## src/rtl/z80_int_ctl_if.sv

```systemverilog
// z80_int_ctl_if: request, CPU bus and vector signals between the IM2 interrupt controller and its environment
interface z80_int_ctl_if #(parameter int NUM_SRC = 8);
  logic [NUM_SRC-1:0] irq_req, irq_mask, in_service;
  logic nM1, nIORQ, nMREQ, eoi, nINT, D_oe;
  logic [7:0] D_in, D_out;
  modport master(output irq_req, irq_mask, nM1, nIORQ, nMREQ, D_in, eoi, input nINT, D_out, D_oe, in_service);
  modport slave(input irq_req, irq_mask, nM1, nIORQ, nMREQ, D_in, eoi, output nINT, D_out, D_oe, in_service);
endinterface

```

## src/rtl/z80_int_ctl.sv

```systemverilog
// z80_int_ctl: vectored IM2 interrupt controller with edge latching, priority, nesting and EOI.
// Define Z80_INT_RETI_SNOOP_EN to also treat an ED,4D opcode fetch pair as an end-of-interrupt.
module z80_int_ctl #(
  parameter int NUM_SRC = 8,
  parameter logic [7:0] VEC_BASE = 8'hE0
) (
  input logic clk,
  input logic rst,
  z80_int_ctl_if.slave bus
);
  localparam logic [1:0] IDLE = 2'd0, REQ = 2'd1, ACK = 2'd2;
  logic [1:0] state, state_nx;
  logic [NUM_SRC-1:0] req_q, pending, in_srv, avail, set_bit, srv_tmp, srv_nx;
  logic [3:0] cand, srv_lo;
  logic [7:0] d_out, vec;
  logic elig, ack, eoi_any;
  assign avail = pending & ~bus.irq_mask;
  always_comb begin
    cand = 4'(NUM_SRC);
    srv_lo = 4'(NUM_SRC);
    for (int i = NUM_SRC - 1; i >= 0; i--) begin
      if (avail[i]) cand = 4'(i);
      if (in_srv[i]) srv_lo = 4'(i);
    end
  end
  // only a source strictly above every active in-service level may interrupt
  assign elig = cand < srv_lo;
  assign ack = state == REQ && elig && !bus.nM1 && !bus.nIORQ;
  assign set_bit = ack ? NUM_SRC'(1) << cand : '0;
  assign srv_tmp = in_srv | set_bit;
  assign srv_nx = eoi_any ? srv_tmp & ~(srv_tmp & (~srv_tmp + NUM_SRC'(1))) : srv_tmp;
  assign vec = VEC_BASE | {4'b0, cand[2:0], 1'b0};
  always_comb
    state_nx = state == IDLE ? (elig ? REQ : IDLE) :
               state == REQ  ? (ack ? ACK : elig ? REQ : IDLE) :
               (bus.nIORQ ? IDLE : ACK);
`ifdef Z80_INT_RETI_SNOOP_EN
  logic fetch, fetch_q, ed_seen, reti;
  assign fetch = !bus.nM1 && !bus.nMREQ;
  assign reti = fetch && !fetch_q && ed_seen && bus.D_in == 8'h4D;
  assign eoi_any = bus.eoi | reti;
  always_ff @(posedge clk or posedge rst)
    if (rst) begin
      fetch_q <= 1'b0;
      ed_seen <= 1'b0;
    end else begin
      fetch_q <= fetch;
      if (fetch && !fetch_q) ed_seen <= bus.D_in == 8'hED;
    end
`else
  logic unused_snoop;
  assign unused_snoop = &{1'b0, bus.nMREQ, bus.D_in};
  assign eoi_any = bus.eoi;
`endif
  always_ff @(posedge clk or posedge rst)
    if (rst) begin
      state <= IDLE;
      req_q <= '0;
      pending <= '0;
      in_srv <= '0;
      d_out <= 8'h00;
    end else begin
      state <= state_nx;
      req_q <= bus.irq_req;
      pending <= (pending & ~set_bit) | (bus.irq_req & ~req_q);
      in_srv <= srv_nx;
      if (ack) d_out <= vec;
    end
  assign bus.nINT = state != REQ;
  assign bus.D_oe = state == ACK;
  assign bus.D_out = d_out;
  assign bus.in_service = in_srv;
endmodule

```

## src/flat_wrapper.sv

```systemverilog
// flat-port wrapper written by rule: the top's interface ports become plain ports
module z80_int_ctl_flat 
#(
  parameter int NUM_SRC = 8,
  parameter logic [7:0] VEC_BASE = 8'hE0
)
  (clk, rst, bus_irq_req, bus_irq_mask, bus_nM1, bus_nIORQ, bus_nMREQ, bus_D_in, bus_eoi, bus_nINT, bus_D_out, bus_D_oe, bus_in_service);
  z80_int_ctl_if #(.NUM_SRC(NUM_SRC)) bus_i ();
  input logic clk;
  input logic rst;
  input wire logic [$bits(bus_i.irq_req)-1:0] bus_irq_req;
  input wire logic [$bits(bus_i.irq_mask)-1:0] bus_irq_mask;
  input wire logic [$bits(bus_i.nM1)-1:0] bus_nM1;
  input wire logic [$bits(bus_i.nIORQ)-1:0] bus_nIORQ;
  input wire logic [$bits(bus_i.nMREQ)-1:0] bus_nMREQ;
  input wire logic [$bits(bus_i.D_in)-1:0] bus_D_in;
  input wire logic [$bits(bus_i.eoi)-1:0] bus_eoi;
  output wire logic [$bits(bus_i.nINT)-1:0] bus_nINT;
  output wire logic [$bits(bus_i.D_out)-1:0] bus_D_out;
  output wire logic [$bits(bus_i.D_oe)-1:0] bus_D_oe;
  output wire logic [$bits(bus_i.in_service)-1:0] bus_in_service;
  assign bus_i.irq_req = bus_irq_req;
  assign bus_i.irq_mask = bus_irq_mask;
  assign bus_i.nM1 = bus_nM1;
  assign bus_i.nIORQ = bus_nIORQ;
  assign bus_i.nMREQ = bus_nMREQ;
  assign bus_i.D_in = bus_D_in;
  assign bus_i.eoi = bus_eoi;
  assign bus_nINT = bus_i.nINT;
  assign bus_D_out = bus_i.D_out;
  assign bus_D_oe = bus_i.D_oe;
  assign bus_in_service = bus_i.in_service;
  z80_int_ctl #(.NUM_SRC(NUM_SRC), .VEC_BASE(VEC_BASE)) u_core (.clk(clk), .rst(rst), .bus(bus_i));
endmodule
```

## config.mk

```make
export PLATFORM = sky130hd
export DESIGN_NAME = z80_int_ctl_flat
export DESIGN_NICKNAME = d
export VERILOG_FILES = /design/src/rtl/z80_int_ctl_if.sv /design/src/rtl/z80_int_ctl.sv /design/src/flat_wrapper.sv
export SDC_FILE = /design/constraint.sdc
export NUM_CORES = 1
export LEC_CHECK = 0
export ABC_CLOCK_PERIOD_IN_PS = 3400
export CORE_UTILIZATION = 46
export CTS_CLUSTER_DIAMETER = 200
export DETAILED_ROUTE_END_ITERATION = 10
export PLACE_DENSITY = 0.78
export RECOVER_POWER = 50
export SLEW_MARGIN = 10
export SYNTH_ARGS = -nofsm -noshare
export SYNTH_HDL_FRONTEND = slang
export SYNTH_SLANG_ARGS = --single-unit
```

## constraint.sdc

```tcl
create_clock -name clk -period 3.4 [get_ports clk]
set_input_delay 1.02 -clock clk [delete_from_list [all_inputs] [get_ports clk]]
set_output_delay 1.02 -clock clk [all_outputs]
set_load 0.02 [all_outputs]
```

==> results of run 1 <==
==> final cells by class <==
| type | count | share of cell area [%] |
|---|---|---|
| Timing Repair Buffer | 81 | 28.4 |
| Clock inverter | 2 | 2.41 |
| Multi-Input combinational cell | 106 | 32.4 |
| Sequential cell | 30 | 30.1 |
| Inverter | 16 | 2.41 |
| Tap cell | 44 | 2.21 |
| Clock buffer | 6 | 2.06 |
==> metrics by stage <==
stage	std cells	hold slack, ns	instance area (µm²)
after floorplan	157	0.400	1550
after global placement	266	0.412	2190
after detailed placement	266	0.425	2190
after CTS	283	0.435	2430
after global routing	285	0.453	2490
final	285	0.441	2490
==> cells in the mapped netlist (all sizes together), types with 2 or more instances <==
cell and number:
nand2b 4, or2 3, a211oi 3, and3 2
nor2 15, o22ai 4, o31ai 2, buf 5
nor2b 8, nor4 5, a22o 4, o32ai 2
dfrtp 30, a21oi 9, inv 16, mux2 2
o21ai 6, nand2 9, nor3 3, a221oi 2
o41ai 2, ha 3, nand3 3
==> repair_timing <==
action,in CTS,in global routing
gates resized for setup,18,11
setup buffers,9,2
pin swaps,6,8
endpoints found under the setup margin,18,19
==> worst paths after layout <==
| kind | startpoint | end | cells after the start |
|---|---|---|---|
| worst max-delay path | bus_irq_mask[4] | u_core.bus.D_out[3] | 13 |
| worst min-delay path | u_core.req_q[0] | u_core.pending[0] | 1 |
| worst max register to register | u_core.bus.in_service[0] | u_core.bus.D_out[3] | 9 |
| worst min register to register | u_core.req_q[0] | u_core.pending[0] | 1 |
| max in group asynchronous | rst | u_core.bus.in_service[2] | 3 |
| min in group asynchronous | rst | u_core.state[0] | 3 |
==> routing by layer <==
layer / share of wire [%] / up-vias / wire length, µm / track usage [%]
li1: - / 731 / - / -
met3: 6.5 / 28 / 316 / 10.4
met4: 4.7 / 0 / 227 / 15.3
met5: 0 / - / 0 / 0
met2: 51 / 77 / 2460 / 47.8
met1: 38 / 800 / 1840 / 29.7
==> worst max-delay path: stages <==
cell and delay (ns):
clkdlybuf4s50_1 0.46, nor2b_1 0.06, nor2_2 0.18, buf_4 0.16, nand2_1 0.11, nor2_1 0.19, ha_1 0.28, and2_4 0.18
a311oi_4 0.29, nand2_1 0.17, o31ai_4 0.12, buf_6 0.16, mux2_2 0.32
==> sequential cells by signal (all words and copies together), names as in the netlist <==
register	count
u_core.bus.in_service	8
u_core.pending	8
u_core.req_q	8
u_core.bus.D_out	4
u_core.state	2
==> cell usage in the layout, fill, tap and decap left out, types with 3 or more instances in the layout <==
cell             netlist  layout
nor2b_1                8       5
dfrtp_1               30      30
buf_6                  0       4
ha_1                   3       3
nand2_1                9       9
a22o_1                 4       4
a21oi_2                2       3
a21oi_1                7       5
nor2_1                15      14
a211oi_1               3       3
o22ai_1                4       4
clkdlybuf4s50_1        0      24
nand3_1                3       3
inv_1                 16      16
nor3_1                 3       3
dlygate4sd3_1          0       9
clkbuf_4               0       5
nand2b_1               4       4
buf_4                  4      40
==> power by group <==
| group | switching (µW) | internal [µW] |
|---|---|---|
| Sequential | 29.9 | 397 |
| Clock | 130 | 249 |
| Combinational | 242 | 248 |
| Total | 402 | 894 |
==> cell families after synthesis <==
kind of cell | after synthesis
multiplexers | 2
adder cells (fa/ha/maj) | 3
AO/OA/AOI/OAI | 43
other | 1
AND/OR/NAND/NOR | 56
buffers and inverters | 21
flip-flops | 30
==> results by group, run 1 <==
Clock tree
  – Clk_lat worst skew: 0.35 ns
  – Htree depth: 2
  – Clock buffer depth: 2
  – Total CTS buffers: 5
  – Clk sinks: 30
  – CTS tree: yes
  – Hold_buf cts: 0
  – Clock transition at the registers of the reported paths: 0.10 ns
  – Root Buffer: clkbuf_4

STA
  – FMAX: 290 MHz
  – Final period utilization: 101%
  – Relative slew margins: -5.35%
  – Final worst slack: -0.0495 ns
  – Worst-margin pin slew: 1.58 ns
  – Max-slew violation count: 31
  – Setup violators final: 7
  – Max Clock Skew: 0.00749 ns
  – Fin. Hold Viols: 0
  – Fin Setup TNS: -0.210 ns
  – Post-layout min period: 3.45 ns

Drt
  – DRT Wirelength: 4840 µm
  – Via count: 1636
  – DR pass1 iterations: 4
  – Initial DRC count: 115
  – Routed WL per cell: 17.0 µm
  – Detail Route Antenna Nets: 0
  – DR vias/cell: 5.74
  – DRC viols: 0

Global routing
  – Grt total ovfl: 0
  – First-pass GRT wire length: 7130 µm
  – Vias in the first global route: 1600
  – Pin count of the biggest net entering global routing: 31
  – Antenna violations before repair: 0
  – Gr usage total: 28.0%

Final layout
  – Area growth, synth to finish: 61.1%
  – Nets: 273
  – Fillers: 190
  – Area of the multi-input gates: 808 µm²
  – FF/Latch Area: 751 µm²
  – Layout cell share with drive strength beyond 1: 32.0%
  – Antenna diode count: 0
  – Final core utilization: 79.8%

Floorplanning
  – Starting Density: 49.5%
  – Die height: 60.0 µm
  – Core area: 3130 µm²
  – I/O Pins: 48
  – Site row count: 20
  – Die width: 60.0 µm
  – Full die area: 3600 µm²

Min path
  – Hold Crit Class: flip-flop to flip-flop

Outcome
  – Status: finished with violations
  – Failing checks: max-capacitance violations, max-slew violations, negative setup slack

Placed design
  – GP Congestion: 0.994
  – Dpl hpwl: 2940 µm
  – Post-placement setup slack: -0.488 ns
  – Port bufs: 36

Synthesis
  – Adder-Cell Fraction of Synth Area: 2.42%
  – Cells after synthesis: 156
  – Post-synthesis compound-gate area fraction: 22.2%
  – Xor and xnor area share after synthesis: 0%
  – Post-Synth Simple-Gate Area: 19.1%
  – #FFs+latches synth: 30
  – Mux contribution to synthesized area: 1.45%
  – Main combinational cell family by area after synthesis: compound AO/OA/AOI/OAI gates
  – YS warnings: 0
  – Primary FF master, synth: dfrtp_1
  – Post-synth EDFFs: 0
  – Avg Cell Area, Syn: 9.93 µm²
  – Yosys top cell area share: 48.5%
  – Synthesized area: 1550 µm²
  – Post-synth cell types: 46
  – Synth area leader: dfrtp_1
  – Asr flop ratio synth: 100%
  – Post-synthesis sequential area ratio: 48.5%
  – Synth top area cells: dfrtp_1 (48%), inv_1 (3.9%), nor2_1 (3.6%)

Power and ir drop
  – Worst VDD drop: 0.357 mV
  – PD cells: 519 nW/µm²
  – Total chip power: 1300 µW
  – Leak: 0.00114 µW

Job
  – Max cap viols: 1

Critical path
  – Kind of critical path: primary input to flip-flop
  – Startpoint Class: primary input
  – Data arrival, critical path: 3.68 ns
  – CP max FO: 3
  – CP endpoint kind: flip-flop
  – Worst path required time: 3.63 ns
  – R2R Setup Slk: 0.52 ns
Note: power is estimated with default switching activity, not from simulation.
==> run 2: changes to the inputs <==
--- a/config.mk
+++ b/config.mk
@@ -11,7 +11,7 @@
 export DETAILED_ROUTE_END_ITERATION = 10
 export PLACE_DENSITY = 0.78
 export RECOVER_POWER = 50
-export SLEW_MARGIN = 10
+export SLEW_MARGIN = 5
 export SYNTH_ARGS = -nofsm -noshare
 export SYNTH_HDL_FRONTEND = slang
 export SYNTH_SLANG_ARGS = --single-unit
==> results of run 2 <==
No change in the layout: final DEF, timing and power equal those of run 1.
==> run 3: changes to the inputs <==
--- a/config.mk
+++ b/config.mk
@@ -5,11 +5,12 @@
 export SDC_FILE = /design/constraint.sdc
 export NUM_CORES = 1
 export LEC_CHECK = 0
-export ABC_CLOCK_PERIOD_IN_PS = 3400
+export ABC_CLOCK_PERIOD_IN_PS = 3300
 export CORE_UTILIZATION = 46
 export CTS_CLUSTER_DIAMETER = 200
+export CTS_CLUSTER_SIZE = 28
 export DETAILED_ROUTE_END_ITERATION = 10
-export PLACE_DENSITY = 0.78
+export PLACE_DENSITY = 0.79
 export RECOVER_POWER = 50
 export SLEW_MARGIN = 5
 export SYNTH_ARGS = -nofsm -noshare
==> constraint.sdc (replaced) <==
create_clock -name clk -period 3.3 [get_ports clk]
set_input_delay 0.99 -clock clk [delete_from_list [all_inputs] [get_ports clk]]
set_output_delay 0.99 -clock clk [all_outputs]
set_load 0.02 [all_outputs]
==> run 3 against run 2 <==
Compared with the run above:
- the flow still finishes with violations (max-capacitance violations, max-slew violations, negative setup slack)
- clock power fell by 39%
- clock skew rose by 0.0028 ns
- global-route usage up 0.70 points
- via count rose by 3.1%
- largest power group unchanged
- critical path depth unchanged
- setup slack lost 0.0098 ns
- flip-flop and latch count unchanged
==> results by group, run 3 (synthesis results as in run 1) <==
Outcome
  – Status: finished with violations (unchanged)
  – Failing checks: max-capacitance violations, max-slew violations, negative setup slack (unchanged)

Floorplanning
  – Starting Density: 49.5% (unchanged)
  – Site row count: 20 (unchanged)
  – Full die area: 3600 µm² (unchanged)
  – Die height: 60.0 µm (unchanged)
  – Die width: 60.0 µm (unchanged)
  – Core area: 3130 µm² (unchanged)
  – I/O Pins: 48 (unchanged)

Power and ir drop
  – Leak: 0.00119 µW (was 0.00114 µW)
  – Worst VDD drop: 0.374 mV (was 0.357 mV)
  – PD cells: 473 nW/µm² (was 519 nW/µm²)
  – Total chip power: 1200 µW (was 1300 µW)

Final layout
  – Fillers: 181 (was 190)
  – Layout cell share with drive strength beyond 1: 37.7% (was 32.0%)
  – Commonest cells after routing, fill and taps aside: buf_4 (46), dfrtp_1 (30), clkdlybuf4s50_1 (21), inv_1 (16), nor2_1 (12) (was buf_4 (40), dfrtp_1 (30), clkdlybuf4s50_1 (24), inv_1 (16), nor2_1 (14))
  – FF/Latch Area: 751 µm² (unchanged)
  – Nets: 279 (was 273)
  – Finished Cell Area: 2540 µm² (was 2490 µm²)
  – Area of the multi-input gates: 860 µm² (was 808 µm²)
  – Area growth, synth to finish: 64.2% (was 61.1%)
  – Antenna diode count: 0 (unchanged)
  – Commonest non-fill, non-tap cell in the layout: buf_4 (unchanged)

Global routing
  – First-pass GRT wire length: 7390 µm (was 7130 µm)
  – Antenna violations before repair: 0 (unchanged)
  – Vias in the first global route: 1687 (was 1600)
  – Grt total ovfl: 0 (unchanged)
  – Gr usage total: 28.7% (was 28.0%)
  – Pin count of the biggest net entering global routing: 31 (unchanged)

Clock tree
  – Clk_lat worst skew: 0.35 ns (about the same)
  – Clock buffer depth: 2 (unchanged)
  – Clock transition at the registers of the reported paths: 0.09 ns (was 0.10 ns)
  – CTS tree: yes (unchanged)
  – Htree depth: 2 (unchanged)
  – Clk sinks: 30 (unchanged)
  – Total CTS buffers: 5 (unchanged)
  – Root Buffer: clkbuf_4 (unchanged)

Placed design
  – Dpl hpwl: 3060 µm (was 2940 µm)
  – GP Congestion: 0.938 (was 0.994)
  – Port bufs: 36 (unchanged)
  – Post-placement setup slack: -0.587 ns (was -0.488 ns)
  – Placed instance area: 2200 µm² (was 2190 µm²)

Critical path
  – CP endpoint kind: flip-flop (unchanged)
  – CP max FO: 3 (unchanged)
  – Worst path required time: 3.55 ns (was 3.63 ns)
  – Startpoint Class: primary input (unchanged)
  – Data arrival, critical path: 3.61 ns (was 3.68 ns)
  – Kind of critical path: primary input to flip-flop (unchanged)
  – R2R Setup Slk: 0.19 ns (was 0.52 ns)

Drt
  – Detail Route Antenna Nets: 0 (unchanged)
  – DRC viols: 0 (unchanged)
  – Via count: 1687 (was 1636)
  – DRT Wirelength: 5380 µm (was 4840 µm)
  – DR pass1 iterations: 4 (unchanged)
  – DR vias/cell: 5.80 (was 5.74)
  – Routed WL per cell: 18.5 µm (was 17.0 µm)
  – Initial DRC count: 145 (was 115)

STA
  – Fin Setup TNS: -0.142 ns (was -0.210 ns)
  – Fin. Hold Viols: 0 (unchanged)
  – Final worst slack: -0.0592 ns (was -0.0495 ns)
  – Relative slew margins: -6.43% (was -5.35%)
  – FMAX: 298 MHz
  – Worst-margin pin slew: 1.60 ns (was 1.58 ns)
  – Max Clock Skew: 0.0103 ns (was 0.00749 ns)
  – Max-slew violation count: 31 (unchanged)
  – Final period utilization: 102%
  – Setup violators final: 4 (was 7)
  – Post-layout min period: 3.36 ns

Min path
  – Hold Crit Class: flip-flop to flip-flop (unchanged)

Job
  – Max cap viols: 1 (unchanged)
-- run 3: cell count changes in the layout (fill, tap and decap cells not counted), sizes merged --
cell           previous run  this run
buf                      44        50
clkdlybuf4s50            24        21
bufinv                    2         0
dlymetal6s2s              1         3
clkbuf                    7         8
clkinv                    0         1
dlygate4sd2               2         3
-- run 3: what timing repair did --
item                                    in CTS  in global routing
pin swaps                                   10                 13
buffers inserted                             9                  6
resized for setup                           21                 23
hold buffers                                 0                  0
endpoints found under the setup margin      18                 21
-- run 3: final timing paths --
path                                     startpoint  depth (start not counted)                       end
max in group asynchronous                       rst                          3         u_core.pending[1]
min in group asynchronous                       rst                          3         u_core.pending[6]
min                                 u_core.req_q[3]                          1         u_core.pending[3]
max reg2reg                u_core.bus.in_service[0]                          9       u_core.bus.D_out[3]
min reg2reg                         u_core.req_q[3]                          1         u_core.pending[3]
max                                 bus_irq_mask[6]                         13  u_core.bus.in_service[5]
-- run 3: critical path: stages --
cell and delay [ns]:
clkdlybuf4s50_1 0.50, nand2b_4 0.16, o21ai_2 0.07, a21oi_2 0.14, nor2_2 0.07, ha_1 0.29, or2_4 0.28, a311oi_4 0.34
buf_4 0.17, buf_4 0.10, and3_4 0.20, a21oi_1 0.09, a221oi_2 0.21
-- run 3: layer usage --
metal | routed length (µm) | global-route usage, % | share of wire [%]
met2 | 2750 | 52.4 | 51
met5 | 0 | 0 | 0
met1 | 1990 | 30.0 | 37
met3 | 310 | 8.23 | 5.8
met4 | 323 | 13.3 | 6.0
-- run 3: through the flow --
step                      hold slack (ns)  util (%)  cells
after floorplan                     0.400         -    157
after detailed placement            0.423      70.4    268
final                               0.442      81.3    291
after CTS                           0.436      76.9    285
after global placement              0.412      70.4    268
after global routing                0.452      81.3    291
-- run 3: layout make-up --
| type | instances | share of cell area, % |
|---|---|---|
| flip-flops and latches | 30 | 29.5 |
| repair buffers | 87 | 29.8 |
| clock inverters | 1 | 0.197 |
| clock buffers | 7 | 2.16 |
| multi-input cells | 106 | 33.8 |
| well taps | 44 | 2.16 |
| inverters | 16 | 2.36 |
-- run 3: power breakdown --
| group | total (µW) | switching [µW] | internal [µW] |
|---|---|---|---|
| logic | 530 | 264 | 266 |
| registers | 441 | 32.3 | 409 |
| clock network | 232 | 129 | 103 |
| total | 1200 | 425 | 778 |
